==> config.mk <==
export PLATFORM = sky130hd
export DESIGN_NAME = regfile_wb_arbiter
export DESIGN_NICKNAME = d
export VERILOG_FILES = /design/src/rtl/regfile_wb_arbiter_pkg.sv /design/src/rtl/regfile_wb_arbiter_rr.sv /design/src/rtl/regfile_wb_arbiter.sv
export SDC_FILE = /design/constraint.sdc
export NUM_CORES = 1
export LEC_CHECK = 0
export ABC_AREA = 1
export CAP_MARGIN = 40
export CORE_MARGIN = 1
export CORE_UTILIZATION = 40
export DETAILED_ROUTE_END_ITERATION = 10
export GPL_ROUTABILITY_DRIVEN = 0
export GPL_TIMING_DRIVEN = 0
export PLACE_DENSITY = 0.85
export SLEW_MARGIN = 15
export SYNTH_ARGS = -nofsm -noshare
export SYNTH_HDL_FRONTEND = slang
export SYNTH_HIERARCHICAL = 1
export SYNTH_SLANG_ARGS = --single-unit
==> constraint.sdc <==
create_clock -name clk -period 1.87 [get_ports clk]
set_input_delay 0.2805 -clock clk [delete_from_list [all_inputs] [get_ports clk]]
set_output_delay 0.2805 -clock clk [all_outputs]
set_load 0.02 [all_outputs]
==> src/rtl/regfile_wb_arbiter_pkg.sv <==
// Shared constants for the register file and its writeback arbiter.
// Both blocks import these so that address and data widths stay identical.
package regfile_wb_arbiter_pkg;

    localparam int RF_AW    = 3;
    localparam int RF_DW    = 32;
    localparam int RF_DEPTH = 8;
    localparam int CNT_W    = 16;

    // Width of an index into an n-wide requester vector (never narrower than one bit)
    function automatic int idx_width(input int n);
        if (n <= 2) begin
            return 1;
        end else begin
            return $clog2(n);
        end
    endfunction

endpackage

==> src/rtl/regfile_wb_arbiter_rr.sv <==
// Combinational round-robin arbiter: one-hot grant to the first valid
// requester after last_grant, searching upward with wrap-around.
// Kept generic so the memory-port arbiter can reuse it.
module rr_arbiter
    import regfile_wb_arbiter_pkg::*;
#(
    parameter int N  = 2,
    parameter int LW = idx_width(N)
) (
    input  logic          enable,
    input  logic [N-1:0]  valid,
    input  logic [LW-1:0] last_grant,
    output logic [N-1:0]  grant,
    output logic [LW-1:0] grant_idx,
    output logic          grant_any
);

    logic [N-1:0]  grant_s;
    logic [LW-1:0] idx_s;
    logic          found_s;
    logic [LW-1:0] cand_s;

    // Walk the candidates last_grant+1 .. last_grant+N (mod N); first valid wins
    always_comb begin
        grant_s = '0;
        idx_s   = '0;
        found_s = 1'b0;
        cand_s  = '0;
        for (int k = 1; k <= N; k++) begin
            cand_s = LW'((int'(last_grant) + k) % N);
            if (enable && !found_s && valid[cand_s]) begin
                grant_s[cand_s] = 1'b1;
                idx_s           = cand_s;
                found_s         = 1'b1;
            end else begin
                // this candidate loses or an earlier one already won
            end
        end
    end

    assign grant     = grant_s;
    assign grant_idx = idx_s;
    assign grant_any = found_s;

endmodule

==> src/rtl/regfile_wb_arbiter.sv <==
// Writeback arbiter for the single write port of the 8x32 register file.
// Round-robin between N_REQ requesters; the winner is registered onto
// wea/waddr/wdata so the register file writes one edge after the accept.
// busy flags every register with a write pending or in the output stage.
module regfile_wb_arbiter
    import regfile_wb_arbiter_pkg::*;
#(
    parameter int N_REQ = 2,
    parameter int AW    = RF_AW,
    parameter int DW    = RF_DW
) (
    input  logic                clk,
    input  logic                reset,
    input  logic                stall,
    input  logic [N_REQ-1:0]    req_valid,
    input  logic [N_REQ*AW-1:0] req_addr,
    input  logic [N_REQ*DW-1:0] req_data,
    output logic [N_REQ-1:0]    req_ready,
    output logic                wea,
    output logic [AW-1:0]       waddr,
    output logic [DW-1:0]       wdata,
    output logic [2**AW-1:0]    busy,
    output logic [CNT_W-1:0]    grant_cnt
);

    localparam int LW    = idx_width(N_REQ);
    localparam int DEPTH = 2**AW;

    logic [LW-1:0]    last_grant_r;
    logic [CNT_W-1:0] grant_cnt_r;
    logic             wea_r;
    logic [AW-1:0]    waddr_r;
    logic [DW-1:0]    wdata_r;

    logic             arb_en_s;
    logic [N_REQ-1:0] grant_s;
    logic [LW-1:0]    grant_idx_s;
    logic             grant_any_s;
    logic [AW-1:0]    sel_addr_s;
    logic [DW-1:0]    sel_data_s;
    logic [DEPTH-1:0] busy_s;

    // No grant may be issued while in reset or while decode stalls us
    assign arb_en_s = ~reset & ~stall;

    rr_arbiter #(
        .N  (N_REQ),
        .LW (LW)
    ) u_rr (
        .enable     (arb_en_s),
        .valid      (req_valid),
        .last_grant (last_grant_r),
        .grant      (grant_s),
        .grant_idx  (grant_idx_s),
        .grant_any  (grant_any_s)
    );

    // One-hot mux of the winning requester's address and data
    always_comb begin
        sel_addr_s = '0;
        sel_data_s = '0;
        for (int i = 0; i < N_REQ; i++) begin
            if (grant_s[i]) begin
                sel_addr_s = req_addr[i*AW +: AW];
                sel_data_s = req_data[i*DW +: DW];
            end else begin
                // not the winner, contributes nothing
            end
        end
    end

    // Output stage, priority pointer and accept counter
    always_ff @(posedge clk) begin
        if (reset) begin
            wea_r        <= 1'b0;
            waddr_r      <= '0;
            wdata_r      <= '0;
            grant_cnt_r  <= '0;
            last_grant_r <= LW'(N_REQ - 1);
        end else if (grant_any_s) begin
            wea_r        <= 1'b1;
            waddr_r      <= sel_addr_s;
            wdata_r      <= sel_data_s;
            grant_cnt_r  <= grant_cnt_r + 16'd1;
            last_grant_r <= grant_idx_s;
        end else begin
            wea_r        <= 1'b0;
        end
    end

    // Hazard vector: output-stage write plus every pending request, per register
    always_comb begin
        busy_s = '0;
        for (int r = 0; r < DEPTH; r++) begin
            if (wea_r && (waddr_r == AW'(r))) begin
                busy_s[r] = 1'b1;
            end else begin
                busy_s[r] = 1'b0;
            end
            for (int i = 0; i < N_REQ; i++) begin
                if (req_valid[i] && (req_addr[i*AW +: AW] == AW'(r))) begin
                    busy_s[r] = 1'b1;
                end else begin
                    // this requester does not target register r
                end
            end
        end
    end

    assign req_ready = grant_s;
    assign wea       = wea_r;
    assign waddr     = waddr_r;
    assign wdata     = wdata_r;
    assign busy      = busy_s;
    assign grant_cnt = grant_cnt_r;

endmodule

# Word-level counts from Yosys, hierarchy flattened
# Index checks and enable logic that the tools add are counted.
[op_classes]
addsub = 3
bitwise_logic = 4
reduce_logical = 33
order_cmp = 4
mux = 43
eq_ne = 21
[op_table]
columns = ["cell", "n"]
rows = [
  ["$mux W32", 2],
  ["$eq A3 B3 Y1 const B", 12],
  ["$mux W1", 35],
  ["$logic_and A1 B1 Y1", 29],
  ["$eq A3 B2 Y1 const B", 6],
  ["$add A16 B1 Y16 const B", 1],
  ["$eq A3 B1 Y1 const B", 3],
  ["$logic_not A3 Y1", 3],
  ["$mux W3", 2],
  ["$lt A1 B2 Y1 const B", 2],
  ["$mux W2", 2],
  ["$add A1 B1 Y1 const B", 2],
  ["$demux W1 S1", 2],
  ["$ge A1 B1 Y1 const B", 2],
  ["$not A1 Y1", 2],
  ["$or A2 B2 Y2", 1],
  ["$and A1 B1 Y1", 1],
  ["$logic_not A1 Y1", 1],
]
[totals]
elab_cells = 113
output_inout_bits = 62
input_bits = 75
reg_bits = 53

# Logic depth before layout (Yosys ltp)
# Gate-level depths: netlist of run 1.
[logic_depth]
ltp_word = 11
mapped_depth = 12
depth_no_buf = 10

# Modules after synthesis
# The synthesis of run 1 kept the hierarchy.
[modules_own_cells]
columns = ["mod", "seq_area_each_um2", "area_per_inst_um2", "n_inst", "cells_each"]
rows = [
  ["regfile_wb_arbiter", 1061.0, 2643.8, 1, 383],
  ["rr_arbiter", 0.0, 30.0, 1, 7],
]

# Least setup slack after synthesis of run 1
# No wires, ideal clock.
[synth_path]
path_kind = "input-to-reg"
start = "input reset"
end = "register waddr_r[1] (netlist: waddr[1])"
n_path_buf = 3
slack_ns = 0.123
t_arrival_ns = 1.677
stages = 8
setup_time_ns = 0.070
required_ns = 1.800
cell_sequence = "buf_2 -> nor2_1 -> nand2_1 -> a21oi_1 -> buf_2 -> buf_2 -> a21oi_1 -> a21oi_1"
[synth_lines]
columns = ["item", "line", "source"]
rows = [
  ["start: declaration", "regfile_wb_arbiter.sv:13", "input logic reset,"],
  ["$not A1 Y1 (*)", "regfile_wb_arbiter.sv:44", "assign arb_en_s = ~reset & ~stall;"],
  ["$and A1 B1 Y1 (*)", "regfile_wb_arbiter.sv:44", ""],
  ["net arb_en_s", "regfile_wb_arbiter.sv:35", "logic arb_en_s;"],
  ["$logic_and A1 B1 Y1", "regfile_wb_arbiter_rr.sv:31", "if (enable && !found_s && valid[cand_s]) begin"],
  ["$mux W1", "regfile_wb_arbiter_rr.sv:31", ""],
  ["$logic_not A1 Y1", "regfile_wb_arbiter_rr.sv:31", ""],
  ["$logic_and A1 B1 Y1 (2 in series)", "regfile_wb_arbiter_rr.sv:31", ""],
  ["$mux W2 (*)", "regfile_wb_arbiter_rr.sv:31", ""],
  ["net req_ready[1]", "regfile_wb_arbiter.sv:18", "output logic [N_REQ-1:0] req_ready,"],
  ["$mux W3 (*)", "regfile_wb_arbiter.sv:63", "if (grant_s[i]) begin"],
  ["end signal: assignment", "regfile_wb_arbiter.sv:82", "waddr_r <= sel_addr_s;"],
  ["end: declaration", "regfile_wb_arbiter.sv:32", "logic [AW-1:0] waddr_r;"],
]
# Mark *: on every way through the listed nets, which the timed path passes. The rest lies on a longest branch.
# A chain may end at the register's enable or synchronous reset.

# Worst setup path after layout of run 1
[layout_path]
start = "input req_addr[4]"
end = "output busy[7]"
[layout_via]
elab_chain_len = 3
[layout_rtl]
columns = ["item", "line", "source"]
rows = [
  ["start: declaration", "regfile_wb_arbiter.sv:16", "input logic [N_REQ*AW-1:0] req_addr,"],
  ["$eq A3 B3 Y1", "regfile_wb_arbiter.sv:101", "if (req_valid[i] && (req_addr[i*AW +: AW] == AW'(r))) begin"],
  ["$logic_and A1 B1 Y1", "regfile_wb_arbiter.sv:101", ""],
  ["$mux W1", "regfile_wb_arbiter.sv:101", ""],
  ["end: declaration", "regfile_wb_arbiter.sv:22", "output logic [2**AW-1:0] busy,"],
]
# No other way between the ends.

==> summary.md, run 1 <==
| Metric | Value |
|---|---|
| Ranking of synthesized cells by area | `dfxtp_1 (40%), a21oi_1 (15%), nand2_1 (12%), o21ai_0 (6.6%), nor2_1 (4.6%)` |
| Post-CTS Setup Inserts | `0` |
| Gr usage total | `0.242` |
| Syn Std Cell Area | `2670 sq um` |
| Vias in the first global route | `3089` |
| Fin. Hold Viols | `0` |
| R2R setup slack | `0.44 ns` |
| Detailed Routing Iterations Pass 1 | `5` |
| Leak Pwr | `1.70 nW` |
| Hold slack final | `0.288 ns` |
| Core area | `6390 sq um` |
| Vias | `3151` |
| CTS tree | `yes` |
| Final setup fails | `0` |
| Worst skew pair latency | `0.30 ns` |
| Root buffer cell | `clkbuf_8` |
| Sequential area share after synthesis | `0.397` |
| Post-synth ARST share | `0` |
| Floorplan row count | `29` |
| Top FF cell, synth | `dfxtp_1` |
| Synth unique cells | `26` |
| Proportion of netlist area held by the largest area contributor | `0.397` |
| CTS clk-pin slew, worst paths | `0.09 ns` |
| Buffers on Ports | `135` |
| Hold-fix buffers, CTS | `0` |
| P&R area growth vs syn | `56.7%` |
| Die width | `83.8 um` |
| Final Skew | `0.00404 ns` |
| Hold Path Class | `input port to flip-flop` |
| Initial core utilization | `0.419` |
| Post-synth EDFFs | `0` |
| Largest net degree at the start of global routing | `15` |
| Critical path class | `input port to primary output` |
| Drc violations | `0` |
| Via/cell ratio | `5.17` |
| Largest fanout on the critical path | `5` |
| Worst path arrival time | `1.51 ns` |
| Required @ worst endpoint | `1.59 ns` |
| Fmax | `558 MHz` |
| I/O Pins | `137` |
| Gr ovfl total | `0` |
| Post-route cell area | `4190 sq um` |
| Post-Synthesis Net Count | `466` |
| DRT iter0 DRCs | `174` |
| Power, Total | `2.52 mW` |
| Die height | `83.8 um` |
| Maximum vdd drop | `0.422 mV` |
| Final Critical Period | `1.79 ns` |
| HPWL after DPL | `6480 um` |
| WL per Instance | `13.9 um` |
| Post-Route Utilization | `0.656` |
| Antenna Cells | `0` |
| Synth Warn # | `6` |
| Largest area contributor in the netlist | `dfxtp_1` |
| First-pass GRT wire length | `13900 um` |
| Synthesis-stage register bit count | `53` |
| Post-Route WL | `8470 um` |
| Total power divided by cell area | `601 nW/um^2` |
| Mapped Cells | `390` |
| Max-slew violations | `0` |
| Die area | `7020 sq um` |
| Share of cells above drive strength 1 | `0.102` |
| Filler Cell Count | `573` |
| Critical Path End Type | `primary output` |
| Clock buffer depth | `2` |
| Syn avg cell area | `6.86 sq um` |
| Final period utilization | `0.958` |
| Cts bufs inserted | `5` |
| Leading cell type by number of instances after synthesis | `nand2_1` |
| CTS sink cnt | `53` |
| Most frequent cells after synthesis | `nand2_1 (88), a21oi_1 (80), dfxtp_1 (53), o21ai_0 (35), nor2_1 (33)` |
| Worst-margin pin slew | `0.441 ns` |
| Detail Route Antenna Nets | `0` |
| Max Cap Viol | `0` |
| Post-DP Area | `4120 sq um` |
| Startpoint Class | `input port` |
| Initial antenna violation count | `0` |
| Status | `complete, no violations` |
| Slew margin rel. | `0.706` |
| Final #Nets | `608` |
| CTS H-Tree Depth | `2` |
| RSZ-0062 raised after global routing | `no` |
==> layer usage <==
layer,track usage,part of all wire
met5,0,0
met4,0.0986,0.030
met3,0.0633,0.073
met2,0.415,0.47
met1,0.287,0.42
==> state kept, by name, summed over array words and instances, names as in the netlist <==
name / flops
wea: 1
last_grant_r: 1
grant_cnt: 16
wdata: 32
waddr: 3
==> power breakdown <==
part | leakage [nW] | switching (mW) | total (mW) | internal, mW
clock network | 0.0443 | 0.367 | 0.662 | 0.295
registers | 0.434 | 0.0385 | 1.23 | 1.19
logic | 1.22 | 0.309 | 0.629 | 0.320
total | 1.70 | 0.714 | 2.52 | 1.80
==> logic make-up (layout without fill, tap and decap cells) <==
logic type | Yosys count | in the layout | synth area share
simple gates | 161 | 161 | 0.271
compound gates | 122 | 122 | 0.232
flops | 53 | 53 | 0.397
buf+inv | 52 | 194 | 0.0922
fa+ha+maj | 1 | 1 | 0.00468
xor+xnor | 1 | 1 | 0.00328
==> per-stage QoR <==
stage | std cells | TNS (ns) | worst slack, ns
2_1_floorplan | 390 | 0 | 0.123
3_3_place_gp | 602 | -4.44 | -0.441
3_5_place_dp | 602 | -5.11 | -0.428
4_1_cts | 609 | 0 | 0.0328
5_1_grt | 609 | 0 | 0.00652
6_report | 609 | 0 | 0.0791
==> repair_timing <==
action                     in CTS  in global routing
resized for setup              16                 13
cloned                          0                  0
setup endpoints to repair      10                  7
==> cells in the final DEF (no fill, tap or decap) <==
cell type / Yosys / layout
clkdlybuf4s15_1: 0 / 1
buf_4: 4 / 4
o21ai_1: 4 / 4
o221ai_1: 1 / 1
inv_1: 26 / 26
xor2_1: 1 / 1
clkbuf_1: 3 / 4
a211oi_1: 1 / 1
nor2_2: 6 / 8
nand2_2: 4 / 4
o21ai_0: 35 / 35
clkdlybuf4s50_1: 0 / 122
buf_2: 11 / 12
o311ai_1: 0 / 1
nand3_2: 3 / 3
clkbuf_2: 0 / 4
nand2_1: 88 / 88
nand3_1: 17 / 17
clkbuf_8: 0 / 6
nand4_2: 1 / 1
nor3_1: 2 / 2
buf_6: 3 / 3
dlygate4sd2_1: 0 / 4
nor2_1: 33 / 31
inv_2: 5 / 5
ha_1: 1 / 1
dlymetal6s2s_1: 0 / 3
a21oi_1: 80 / 80
dfxtp_1: 53 / 53
nor2_4: 3 / 3
nand3_4: 1 / 1
nand4_1: 3 / 3
==> critical path, stage by stage <==
cell and delay (ns):
clkdlybuf4s50_1 0.58, nand2_1 0.11, o221ai_1 0.19, dlygate4sd2_1 0.36
==> final timing paths <==
kind                            cells past startpoint            to    startpoint
worst min-delay path                                2  grant_cnt[3]         reset
worst max-delay path                                4       busy[7]   req_addr[4]
worst max register to register                      7      wdata[0]  last_grant_r
worst min register to register                      2  last_grant_r  last_grant_r
==> area by class of cell <==
class | count | area [sq um] | area share
plain buffers | 21 | 130 | 0.0311
clock buffers | 7 | 86.3 | 0.0206
inverters | 31 | 116 | 0.0278
multi-input cells | 285 | 1370 | 0.327
flip-flops and latches | 53 | 1060 | 0.253
well taps | 77 | 96.3 | 0.0230
repair buffers | 135 | 1330 | 0.317
Power figures use the tool's default switching activity.
==> run 2: changes to the inputs <==
CTS_CLUSTER_DIAMETER = 60   (was default)
==> results of run 2 <==
Final layout, timing and power as in run 1 (identical DEF).
==> run 3: changes to the inputs <==
CAP_MARGIN = default   (was 40)
CORE_ASPECT_RATIO = 1.75   (was default)
==> run 3 against run 2 <==
Effect of this change:
- via count up 0.70%
- count of clock-buffer cells in the layout shrank 1
- global-route usage rose by 0.37 points
- critical path depth is 2 higher
- register-to-register slack barely moved
- cell area rose by 1.3%
- final cell count is 0.99% higher
- sequential cell count stayed put
- critical path type unchanged
- highest routed layer unchanged
==> summary.md, run 3 (same netlist as run 1, synthesis figures left out) <==
| Metric | Value |
|---|---|
| Detail Route Antenna Nets | `0` |
| Maximum vdd drop | `0.577 mV` |
| Final Critical Period | `1.81 ns` |
| Critical path class | `input port to primary output` |
| CTS clk-pin slew, worst paths | `0.07 ns` |
| Drc violations | `0` |
| Total power divided by cell area | `656 nW/um^2` |
| Max reg flops | `32` |
| I/O Pins | `137` |
| Post-Route WL | `8640 um` |
| CTS tree | `yes` |
| Largest net degree at the start of global routing | `17` |
| Post-Layout Cell Count | `615` |
| Initial antenna violation count | `0` |
| Combinational Power Share | `0.227` |
| Vias | `3173` |
| Place WS | `-0.525 ns` |
| Placed cell count | `607` |
| Final #Nets | `608` |
| Final setup fails | `0` |
| Max Cap Viol | `0` |
| Commonest non-fill, non-tap cell in the layout | `clkdlybuf4s50_1` |
| Setup TNS | `0 ns` |
| DRT iter0 DRCs | `176` |
| CTS sink cnt | `53` |
| Reg area | `1060 sq um` |
| Startpoint Class | `input port` |
| Internal Power | `2.01 mW` |
| Status | `complete, no violations` |
| Multi-input gate area | `1380 sq um` |
| Post-route cell area | `4250 sq um` |
| HPWL after DPL | `6690 um` |
| Grt peak-use layer | `met2` |
| Most frequent cells in the layout | `clkdlybuf4s50_1 (124), nand2_1 (88), a21oi_1 (80)` |
| Vias in the first global route | `3084` |
| Seq pwr share | `0.442` |
| Worst skew pair latency | `0.29 ns` |
| Largest fanout on the critical path | `5` |
| Sw frac | `0.279` |
| Final worst setup slack | `0.0585 ns` |
| Fin. Hold Viols | `0` |
| Crit-path max cell delay | `0.58 ns` |
| Worst path arrival time | `1.53 ns` |
| Core area | `6490 sq um` |
| Hold slack final | `0.285 ns` |
| GR Util met1 | `0.249` |
| Fmax | `552 MHz` |
| Root buffer cell | `clkbuf_16` |
| Cts bufs inserted | `5` |
| Met3 Resource Use GR | `0.0494` |
| Floorplan row count | `39` |
| Critical Path End Type | `primary output` |
| Initial core utilization | `0.412` |
| P&R area growth vs syn | `58.8%` |
| Antenna Cells | `0` |
| Cell Chain, Critical Path | `clkdlybuf4s50_1 -> inv_1 -> nor2_4 -> nand3_1 -> o311ai_2 -> buf_2` |
| Final Skew | `0.00989 ns` |
| Detailed Routing Iterations Pass 1 | `5` |
| Filler Cell Count | `563` |
| Clock share of power | `0.331` |
| Die area | `7030 sq um` |
| First-pass GRT wire length | `13700 um` |
| Die height | `110 um` |
| Clock buffer depth | `2` |
| CTS H-Tree Depth | `2` |
| Leak Pwr | `1.70 nW` |
| Share of cells above drive strength 1 | `0.109` |
| Required @ worst endpoint | `1.59 ns` |
| Hold Path Class | `input port to flip-flop` |
| Met2 global-route usage | `0.475` |
| Total net switching power | `777 uW` |
| Critical path's slowest cell | `clkdlybuf4s50_1` |
| WL per Instance | `14.1 um` |
| Slew margin rel. | `0.704` |
| Worst-margin pin slew | `0.444 ns` |
| Via/cell ratio | `5.16` |
| Buffers on Ports | `135` |
| Die width | `63.8 um` |
| Final period utilization | `0.969` |
| Max-slew violations | `0` |
| Hold-fix buffers, CTS | `0` |
| Post-DP Area | `4130 sq um` |
| Gr ovfl total | `0` |
| Gr usage total | `0.246` |
## run 3: changes by cell type in the layout (fill, tap and decap cells not counted)
cell,delta
nor2_4,+1
clkbuf_16,+5
nor2_1,+1
o311ai_1,-1
o311ai_2,+1
dlygate4sd2_1,-2
clkinv_2,+1
clkbuf_2,+3
clkdlybuf4s50_1,+2
dlymetal6s2s_1,-2
nor2_2,-2
inv_6,+1
clkdlybuf4s15_1,-1
clkbuf_8,-6
## run 3: final timing paths
path / startpoint / to / slack (ns) / cells after the start
worst max-delay path: req_valid[0] / busy[3] / 0.06 / 6
worst min-delay path: reset / grant_cnt[13] / 0.28 / 2
worst max register to register: grant_cnt[0] / grant_cnt[8] / 0.43 / 6
worst min register to register: wdata[11] / wdata[11] / 0.52 / 2
## run 3: timing repair
action	in CTS	in global routing
gates cloned	0	0
buffers inserted	0	0
resized for setup	18	16
endpoints found under the setup margin	10	8
## run 3: per-layer routing
| metal | vias to the layer above | routed length, um |
|---|---|---|
| met4 | 0 | 294 |
| met3 | 27 | 417 |
| met1 | 1450 | 3190 |
| met5 | - | 0 |
| li1 | 1571 | - |
| met2 | 125 | 4740 |
## run 3: stage by stage
stage | power (mW) | utilization
2_1_floorplan | 1.53 | -
3_3_place_gp | 1.88 | 0.636
3_5_place_dp | 1.89 | 0.636
4_1_cts | 2.80 | 0.656
5_1_grt | 2.90 | 0.654
6_report | 2.79 | 0.654
## run 3: power groups by stage
stage               logic, mW  registers (mW)  clock network [mW]
global route            0.679            1.24               0.980
floorplan               0.204            1.32                   0
detailed placement      0.635            1.26                   0
finish                  0.632            1.23               0.923
global placement        0.625            1.25                   0
CTS                     0.632            1.23               0.937
## run 3: worst max-delay path: cells and delay by family
| family | cells | cell delay, ns |
|---|---|---|
| buf+inv | 3 | 0.90 |
| simple gates | 2 | 0.25 |
| compound gates | 1 | 0.11 |
## run 3: area by class of cell
cell class,instances,area share
multi-input combinational,285,0.325
inverter,31,0.0274
tap,82,0.0242
buffer,21,0.0307
sequential,53,0.250
clock inverter,2,0.00324
clock buffer,6,0.0304
timing repair buffer,135,0.309
